==> src/rtl/d5m_pattern_gen.sv <==
// rtl/d5m_pattern_gen.sv - D5M-style FVAL/LVAL/12-bit Bayer pixel source with programmable geometry.
// Optional completed-frame counter: define PATGEN_FRAME_CNT_EN.
module d5m_pattern_gen #(
    parameter int H_ACTIVE = 640,
    parameter int V_ACTIVE = 480,
    parameter int H_BLANK  = 16,
    parameter int FV_LEAD  = 4,
    parameter int FV_TRAIL = 4,
    parameter int V_BLANK  = 32
) (
    input  logic        iCLK,
    input  logic        iRST,
    input  logic        iSTART,
    input  logic        iCONT,
    input  logic [1:0]  iMODE,
    input  logic [11:0] iCONST,
    output logic [11:0] oD,
    output logic        oFVAL,
    output logic        oLVAL,
    output logic [10:0] oX,
    output logic [10:0] oY,
    output logic        oFRAME_DONE,
    output logic [15:0] oFRAME_CNT
);
    typedef enum logic [2:0] {IDLE, LEAD, ACTIVE, HBLANK, TRAIL, VBLANK} state_t;

    localparam logic [15:0] LEAD_M1  = 16'(FV_LEAD - 1);
    localparam logic [15:0] HB_M1    = 16'(H_BLANK - 1);
    localparam logic [15:0] TRAIL_M1 = 16'(FV_TRAIL - 1);
    localparam logic [15:0] VB_M1    = 16'(V_BLANK - 1);
    localparam logic [10:0] HA_M1    = 11'(H_ACTIVE - 1);
    localparam logic [10:0] VA_M1    = 11'(V_ACTIVE - 1);

    state_t      r_state, w_state_nxt;
    logic [15:0] r_cnt, w_cnt_nxt;
    logic [10:0] r_x, w_x_nxt, r_y, w_y_nxt;
    logic        r_pend, w_pend_nxt;
    logic [1:0]  r_mode;
    logic [11:0] r_const, r_lfsr, w_pix;
    logic [11:0] r_d;
    logic        r_fval, r_lval, r_done;
    logic        w_lead_entry, w_lfsr_fb;

    always_comb begin
        w_state_nxt = r_state;
        w_cnt_nxt   = r_cnt;
        w_x_nxt     = r_x;
        w_y_nxt     = r_y;
        case (r_state)
            IDLE: if (iSTART || iCONT) begin
                w_state_nxt = LEAD;
                w_cnt_nxt   = '0;
                w_x_nxt     = '0;
                w_y_nxt     = '0;
            end
            LEAD: if (r_cnt == LEAD_M1) begin
                w_state_nxt = ACTIVE;
                w_x_nxt     = '0;
                w_y_nxt     = '0;
            end else begin
                w_cnt_nxt = r_cnt + 16'd1;
            end
            ACTIVE: if (r_x == HA_M1) begin
                w_cnt_nxt = '0;
                if (r_y != VA_M1) begin
                    w_state_nxt = HBLANK;
                    w_y_nxt     = r_y + 11'd1;
                end else begin
                    w_state_nxt = TRAIL;
                end
            end else begin
                w_x_nxt = r_x + 11'd1;
            end
            HBLANK: if (r_cnt == HB_M1) begin
                w_state_nxt = ACTIVE;
                w_x_nxt     = '0;
            end else begin
                w_cnt_nxt = r_cnt + 16'd1;
            end
            TRAIL: if (r_cnt == TRAIL_M1) begin
                w_state_nxt = VBLANK;
                w_cnt_nxt   = '0;
            end else begin
                w_cnt_nxt = r_cnt + 16'd1;
            end
            VBLANK: if (r_cnt == VB_M1) begin
                w_cnt_nxt = '0;
                w_x_nxt   = '0;
                w_y_nxt   = '0;
                w_state_nxt = (iCONT || r_pend || iSTART) ? LEAD : IDLE;
            end else begin
                w_cnt_nxt = r_cnt + 16'd1;
            end
            default: w_state_nxt = IDLE;
        endcase
    end

    // A request arriving while a frame is in flight is remembered once and consumed by the next LEAD entry.
    assign w_lead_entry = (w_state_nxt == LEAD) && (r_state != LEAD);
    assign w_pend_nxt   = w_lead_entry ? 1'b0 :
                          ((iSTART && (r_state != IDLE)) ? 1'b1 : r_pend);
    assign w_lfsr_fb    = r_lfsr[11] ^ r_lfsr[10] ^ r_lfsr[9] ^ r_lfsr[3];

    always_comb begin
        w_pix = '0;
        case (r_mode)
            2'd0: w_pix = r_const;
            2'd1: w_pix = {1'b0, w_x_nxt};
            2'd2: w_pix = (w_x_nxt[0] ^ w_y_nxt[0]) ? 12'hFFF : 12'h000;
            default: w_pix = r_lfsr;
        endcase
    end

    always_ff @(posedge iCLK) begin
        if (iRST) begin
            r_state <= IDLE;
            r_cnt   <= '0;
            r_x     <= '0;
            r_y     <= '0;
            r_pend  <= 1'b0;
            r_mode  <= '0;
            r_const <= '0;
            r_lfsr  <= 12'hACE;
            r_d     <= '0;
            r_fval  <= 1'b0;
            r_lval  <= 1'b0;
            r_done  <= 1'b0;
        end else begin
            r_state <= w_state_nxt;
            r_cnt   <= w_cnt_nxt;
            r_x     <= w_x_nxt;
            r_y     <= w_y_nxt;
            r_pend  <= w_pend_nxt;
            if (w_lead_entry) begin
                r_mode  <= iMODE;
                r_const <= iCONST;
                r_lfsr  <= 12'hACE;
            end else if (w_state_nxt == ACTIVE) begin
                r_lfsr <= {r_lfsr[10:0], w_lfsr_fb};
            end
            r_d    <= (w_state_nxt == ACTIVE) ? w_pix : 12'h000;
            r_fval <= (w_state_nxt != IDLE) && (w_state_nxt != VBLANK);
            r_lval <= (w_state_nxt == ACTIVE);
            r_done <= (w_state_nxt == TRAIL) && (w_cnt_nxt == TRAIL_M1);
        end
    end

`ifdef PATGEN_FRAME_CNT_EN
    logic [15:0] r_frame_cnt;
    always_ff @(posedge iCLK) begin
        if (iRST) begin
            r_frame_cnt <= '0;
        end else if (r_done) begin
            r_frame_cnt <= r_frame_cnt + 16'd1;
        end
    end
    assign oFRAME_CNT = r_frame_cnt;
`else
    assign oFRAME_CNT = 16'd0;
`endif

    assign oD          = r_d;
    assign oFVAL       = r_fval;
    assign oLVAL       = r_lval;
    assign oX          = r_x;
    assign oY          = r_y;
    assign oFRAME_DONE = r_done;
endmodule

==> config.mk <==
export PLATFORM = sky130hd
export DESIGN_NAME = d5m_pattern_gen
export DESIGN_NICKNAME = d
export VERILOG_FILES = /design/src/rtl/d5m_pattern_gen.sv
export SDC_FILE = /design/constraint.sdc
export NUM_CORES = 1
export LEC_CHECK = 0
export CAP_MARGIN = 20
export CORE_MARGIN = 1.5
export CORE_UTILIZATION = 35
export DETAILED_ROUTE_END_ITERATION = 7
export HOLD_SLACK_MARGIN = 0.02
export SLEW_MARGIN = 20
export SYNTH_ARGS = -nofsm -noshare
export SYNTH_HDL_FRONTEND = slang
export SYNTH_SLANG_ARGS = --single-unit
export TNS_END_PERCENT = 100
==> constraint.sdc <==
create_clock -name iCLK -period 4.2 [get_ports iCLK]
set_input_delay 1.05 -clock iCLK [delete_from_list [all_inputs] [get_ports iCLK]]
set_output_delay 1.05 -clock iCLK [all_outputs]
set_load 0.005 [all_outputs]
# After elaboration in Yosys (flattened, before gate mapping)
# Cells that the tools add are included.
# Widths: inputs -> output; s select.
# totals
reg_bits	83
input_bits	18
out_inout_bits	53
word_cells	89
# op_classes
add_sub_neg	3
n_eq_ne	23
muxes	30
n_bitwise	5
n_reduce_logical	15
# ops
operator	count
$mux 11	10
$mux 16	6
$pmux 16 s6	1
$pmux 11 s5	1
$pmux 11 s4	1
$pmux 12 s3	1
$eq 16x2->1 const B	2
$add 11x1->11 const B	2
$mux 3	7
$pmux 3 s6	1
$add 16x1->16 const B	1
$eq 16x4->1 const B	1
$eq 16x5->1 const B	1
$mux 12	1
$eq 11x10->1 const B	1
$ne 11x9->1 const B	1
$ne 2x2->1 const B	5
$eq 3x2->1 const B	3
$eq 3x3->1 const B	3
$eq 3x1->1 const B	2
$reduce_and 6->1	1
$reduce_bool 3->1	2
$logic_and 1x1->1	4
$reduce_bool 4->1	1
11 further kinds	17

# Depth between registers and ports, before layout
# Gate-level depths: netlist (run 1).
# logic_depth
ltp_word	8
mapped_depth	12
mapped_depth_nobuf	11

# Worst setup path before layout (run 1)
# Ideal clock, no wire load.
# synth_path
kind	register to register
from	reg r_x[7], in the netlist oX[7]
to	reg r_const[10]
setup_time_ns	0.128
arrival_ns	2.633
t_required_ns	4.072
slack_ns	1.439
stages_incl_launch_ff	12
n_path_buf	3
period_less_slack_ns	2.761
cell_sequence	dfxtp_1 or4b_1 or3_1 clkbuf_1 nor3_1 nor2_1 nand3_1 o211a_1 buf_4 buf_4 mux2i_1 nor2_1
# synth_between
elab_chain_cells	5
# synth_rtl
item	line	rtl
from (decl)	36	logic [10:0] r_x, w_x_nxt, r_y, w_y_nxt;
from (signal assigned)	131	r_x <= w_x_nxt;
$eq 11x10->1	63	ACTIVE: if (r_x == HA_M1) begin
$mux 3	63	
$pmux 3 s6	49	case (r_state)
$eq 3x1->1	99	assign w_lead_entry = (w_state_nxt == LEAD) && (r_state != LEAD);
$logic_and 1x1->1	99	
to (signal assigned)	136	r_const <= iCONST;
to (decl)	39	logic [11:0] r_const, r_lfsr, w_pix;
# Every way passes these cells.
# A chain may end at the register's enable or synchronous reset.

# Worst setup path in the final report (run 1)
# layout_path
from	reg r_cnt[7]
to	reg r_lfsr[0]
# layout_between
elab_chain_cells	6
word_cells_on_any_way	12
cone_classes	eq/ne (5); mux (5); reduce/logical (2)
# layout_rtl
item	line	rtl
from (decl)	35	logic [15:0] r_cnt, w_cnt_nxt;
from (signal assigned)	130	r_cnt <= w_cnt_nxt;
$eq 16x5->1, or another cell as far along	86	VBLANK: if (r_cnt == VB_M1) begin
$mux 3 (on tied branches)	--	
$pmux 3 s6 *	49	
$eq 3x1->1	99	
$logic_and 1x1->1	99	
$reduce_or 2->1 (no source line)	--	
to (signal assigned)	139	r_lfsr <= {r_lfsr[10:0], w_lfsr_fb};
to (decl)	39	
# Every way passes the cells marked *; elsewhere a longest branch is shown, timed or not.

==> flow_summary.toml, run 1 <==
[grt]
grt_max_degree = 36
grtUsageTotal = 0.1782
grt_antenna_before_repair = 0
grt_pass1_vias = 3851
grt_overflow = 0
grt_pass1_wl_um = 19190

[finish]
layout-drive-gt1-share = 0.05090
utilization = 0.4260
diodes = 0
area_growth_pct = 19.49
mostFrequentLayoutCells = "dfxtp_1 (83), nor2_1 (79), nand2_1 (59)"
fillers = 1271
final_common_cell = "dfxtp_1"
ff_latch_area_mm2 = 0.001662
multi_input_area_mm2 = 0.002549
nNetsFinal = 626

[drt]
first_pass_iters = 5
drtIter0Drc = 378
wl_per_cell_um = 14.87
via_per_inst = 5.412
drt_wl_total_um = 11620
antenna_left = 0
drcViolationCount = 0
vias = 4227

[floorplanning]
fp-row-count = 41
ios = 71
initial_utilization = 0.3565
core_area_mm2 = 0.01257
die_w_um = 116.1
die_y_um = 116.1
fp.dieArea_mm2 = 0.01349

[sta]
finalClockSkew_ns = 0.006952
worst_pin_slew_ns = 0.7618
fin_crit_sh = 0.8094
report.final.slew_viol_count = 0
min_period_ns = 3.399
hold_viol_final = 0
setup_viol = 0
finalSetupTns_ns = 0
max_freq_mhz = 294.2
rsz0062_at_grt = "no"
slew_headroom = 0.4921

[critical_path]
crit_path_max_incr_delay_ns = 0.67
worstPathMaxFanout = 16
crit_chain = "or4_1 > nor4_4 > and3_1 > o221ai_1 > nand3_1 > o211a_1 > or2_1 > a211oi_2"
critical-path-top-delay-family = "simple AND/OR/NAND/NOR gates"
crit_required_ns = 4.41
criticalPathCategory = "reg -> reg"
critical_path_arrival_ns = 3.61
worst_setup_path_end_kind = "flop"
critPathBufInv = 0
cp-start-kind = "flop"
crit_slowest_cell = "o211a_1"

[synth]
synthArstFlopShare = 0
synth-seq-cells = 83
synth-edff-count = 0
netlist_area_mm2 = 0.004481
synthFlopType = "dfxtp_1"
synth-seq-area-share = 0.3708
synth_area_per_cell_um2 = 7.819
synthCells = 573
synthDistinctLibCells = 69
yosysWarnings = 0

[clock_network]
clock_latency_ns = 0.34
cts_buffers = 9
h-tree-depth = 3
post_cts_resized = 0
cts_sinks = 83
tritoncts = "built"
path_clk_slew_ns = 0.06
post-cts-setup-buffers = 0
cts_root_buf = "clkbuf_16"
ctsHoldBuffers = 0
clockBufferDepth = 2

[run]
drv_cap = 0

[worst_hold_path]
hp-class = "reg -> reg"

[pwr]
combPwrFrac = 0.098
p_sw_mw = 0.4680
p_per_area_mw_per_mm2 = 350.3
p_int_mw = 1.408
seqPwrFrac = 0.442
p_sw_frac = 0.2495
p_leak_nw = 1.950
pwr-share-clk = 0.459
ir_drop_mv = 0.1995

[placement]
io_buffers = 54
gp_congestion = 0.8302
dp_hpwl_um = 8415

[status]
run_status = "finished clean"
-- synth_stat cells, drive strengths merged, types with 4 or more instances --
cell type	n	area, um^2
or3	6	37.54
o21ai	31	155.1
dfxtp	83	1662
mux2i	15	150.1
ha	4	50.05
and3	11	68.82
nand4	12	75.07
nand3	21	105.1
buf	27	186.4
a22oi	8	60.06
and2	8	50.05
a21oi	42	210.2
nand2b	11	68.82
a21o	6	45.04
a31oi	16	106.4
nor3	13	65.06
inv	10	37.53
and4	4	35.03
xor2	10	87.58
nor4	8	71.32
nand3b	4	30.03
nand2	59	221.5
xnor2	5	43.79
nor2b	6	37.54
nor2	79	296.5
clkbuf	25	93.84
-- worst min-delay path, cell delays in order (launching register included) --
cell,delay (ns)
dfxtp_1,0.33
nand2_1,0.06
a21oi_1,0.05
-- layer usage --
metal / vias to the layer above / part of all wire / global-route usage
met4: 0 / 0.019 / 0.07642
met1: 1994 / 0.48 / 0.2502
met5: - / 0 / 0
li1: 2083 / - / -
met3: 16 / 0.049 / 0.02647
met2: 134 / 0.45 / 0.2729
-- power by group through the flow --
stage          logic, mW  registers, mW  clock network (mW)
2_1_floorplan      0.156          0.831                   0
3_3_place_gp       0.181          0.847                   0
3_5_place_dp       0.183          0.847                   0
4_1_cts            0.184          0.829               0.879
5_1_grt            0.205          0.832               0.910
6_report           0.185          0.830               0.861
-- state kept, by name, indices dropped and copies added, names as in the netlist --
register     cells
r_cnt           16
oD              12
r_const         12
r_lfsr          12
oX              11
oY              11
r_state          3
r_mode           2
oFRAME_DONE      1
oFVAL            1
oLVAL            1
r_pend           1
-- final timing paths --
| check | slack, ns | start | cells past startpoint | to |
|---|---|---|---|---|
| setup reg to reg | 0.80 | r_cnt[7] | 8 | r_lfsr[0] |
| setup / recovery | 0.80 | r_cnt[7] | 8 | r_lfsr[0] |
| hold reg to reg | 0.48 | r_lfsr[8] | 2 | r_lfsr[8] |
| hold / removal | 0.48 | r_lfsr[8] | 2 | r_lfsr[8] |
-- stage by stage --
step	worst slack, ns	hold WS, ns	total power, mW	std cells	area, um^2
after CTS	0.7982	0.4838	1.892	781	5354
after global placement	0.8250	0.4761	1.027	765	5029
after floorplan	1.439	0.4310	0.9877	588	4537
final	0.8005	0.4803	1.876	781	5354
after detailed placement	0.6917	0.4780	1.030	765	5029
after global routing	0.5534	0.5044	1.947	781	5354
-- area by class of cell --
| class | instances | area share |
|---|---|---|
| clock buffer | 9 | 0.04207 |
| clock inverter | 7 | 0.01870 |
| inverter | 10 | 0.007011 |
| multi-input combinational | 442 | 0.4760 |
| sequential | 83 | 0.3104 |
| tap | 172 | 0.04020 |
| timing repair buffer | 58 | 0.1056 |
-- kinds of logic (layout without fill, tap and decap cells) --
| family | count (synthesis) | in the layout | share of synthesized area |
|---|---|---|---|
| simple gates | 252 | 252 | 0.2784 |
| compound gates | 140 | 140 | 0.2030 |
| flops | 83 | 83 | 0.3708 |
| buf+inv | 63 | 84 | 0.07288 |
| xor+xnor | 15 | 15 | 0.02932 |
| mux | 15 | 15 | 0.03351 |
| fa+ha+maj | 4 | 4 | 0.01117 |
| other cells | 1 | 16 | 0.0008370 |
Note: power is estimated with default switching activity, not from simulation.
==> run 2, diff against run 1 <==
clock period = 2.95 ns   (was 4.2 ns; I/O delays follow)
==> flow_summary.toml, run 2 (synthesis results as in run 1) <==
[status]
run_status = "finished clean"

[sta]
max_freq_mhz = 349.1
finalClockSkew_ns = 0.007530
min_period_ns = 2.865
setup_viol = 0
fin_crit_sh = 0.9710
hold_viol_final = 0
worst_pin_slew_ns = 0.6497
finalSetupTns_ns = 0
report.final.slew_viol_count = 0
rsz0062_at_grt = "yes"
worst_slack_ns = 0.08550
slew_headroom = 0.5663

[finish]
layout-drive-gt1-share = 0.09718
ff_latch_area_mm2 = 0.001662
diodes = 0
area_growth_pct = 24.43
final_common_cell = "dfxtp_1"
multi_input_area_mm2 = 0.002569
mostFrequentLayoutCells = "dfxtp_1 (83), nor2_1 (79), nand2_1 (59)"
largest_register = "r_cnt"
largest_reg_flops = 16
nNetsFinal = 657
fillers = 1233

[grt]
grt_overflow = 0
grt_antenna_before_repair = 0
grtUsageTotal = 0.1870
grt_pass1_wl_um = 19790
grt_max_degree = 29
grt_pass1_vias = 4020

[clock_network]
clock_latency_ns = 0.34
cts_buffers = 9
tritoncts = "built"
h-tree-depth = 3
cts_root_buf = "clkbuf_16"
ctsHoldBuffers = 0
path_clk_slew_ns = 0.06
clockBufferDepth = 2
cts_sinks = 83

[floorplanning]
fp-row-count = 41
initial_utilization = 0.3565
fp.dieArea_mm2 = 0.01349
ios = 71
die_w_um = 116.1
die_y_um = 116.1
core_area_mm2 = 0.01257

[placement]
gp_congestion = 0.8798
io_buffers = 54
pre_cts_slack_ns = 0.03234
dp_hpwl_um = 9090

[worst_hold_path]
hp-class = "reg -> reg"

[critical_path]
criticalPathCategory = "reg -> reg"
crit_required_ns = 3.21
worst_setup_path_end_kind = "flop"
critical_path_arrival_ns = 3.12
worstPathMaxFanout = 20
cp-start-kind = "flop"

[drt]
vias = 4323
antenna_left = 0
drtIter0Drc = 309
first_pass_iters = 5
via_per_inst = 5.337
wl_per_cell_um = 15.00
drt_wl_total_um = 12150
drcViolationCount = 0

[pwr]
p_leak_nw = 2.087
p_per_area_mw_per_mm2 = 451.1
power_mw = 2.515
ir_drop_mv = 0.2767

[run]
drv_cap = 0
run 2: path summary, 6_finish.rpt:
| path | from | end | slack [ns] | cells after the start |
|---|---|---|---|---|
| max reg2reg | r_cnt[7] | oFRAME_DONE | 0.09 | 9 |
| min reg2reg | r_pend | r_pend | 0.48 | 2 |
| min | r_pend | r_pend | 0.48 | 2 |
| max | r_cnt[7] | oFRAME_DONE | 0.09 | 9 |
run 2: per-stage QoR:
step | instances | util | hold WS, ns | area [um^2]
2_1_floorplan | 588 | - | 0.4310 | 4537
3_3_place_gp | 795 | 0.4200 | 0.4634 | 5279
3_5_place_dp | 795 | 0.4200 | 0.4702 | 5279
4_1_cts | 809 | 0.4414 | 0.4790 | 5548
5_1_grt | 810 | 0.4436 | 0.5155 | 5575
6_report | 810 | 0.4436 | 0.4753 | 5575
run 2: cell type report:
type,instances,share of cell area
clock inverters,2,0.002244
clock buffers,12,0.04601
flip-flops and latches,83,0.2980
well taps,172,0.03860
repair buffers,89,0.1477
multi-input cells,442,0.4607
inverters,10,0.006732
run 2: where the power goes:
| group | switching (mW) | internal, mW |
|---|---|---|
| Clock | 0.436 | 0.605 |
| Combinational | 0.161 | 0.132 |
| Sequential | 0.0329 | 1.15 |
| Total | 0.630 | 1.88 |
run 2: timing repair:
action                                  4_1_cts  5_1_grt
resized for setup                             0        4
endpoints found under the setup margin        0       29
setup buffers                                 0        1
run 2: critical path, stage by stage, from the launching register on:
cell	delay, ns
dfxtp_1	0.31
or4_1	0.62
nor4_4	0.37
a31oi_2	0.18
a311oi_2	0.36
buf_12	0.20
o21ai_0	0.11
a22oi_1	0.19
o2111ai_1	0.16
nor4_2	0.27
run 2: routing by layer:
| metal | part of all wire | vias to the layer above | GRT usage |
|---|---|---|---|
| met5 | 0 | - | 0 |
| met4 | 0.013 | 0 | 0.07317 |
| met3 | 0.046 | 11 | 0.03321 |
| met2 | 0.47 | 151 | 0.3008 |
| met1 | 0.47 | 2020 | 0.2501 |
| li1 | - | 2141 | - |
==> run 3, diff against run 2 <==
CTS_CLUSTER_SIZE = 12   (was unset)
==> results of run 3 <==
The final DEF is identical to that of run 2; final timing and power are the same.
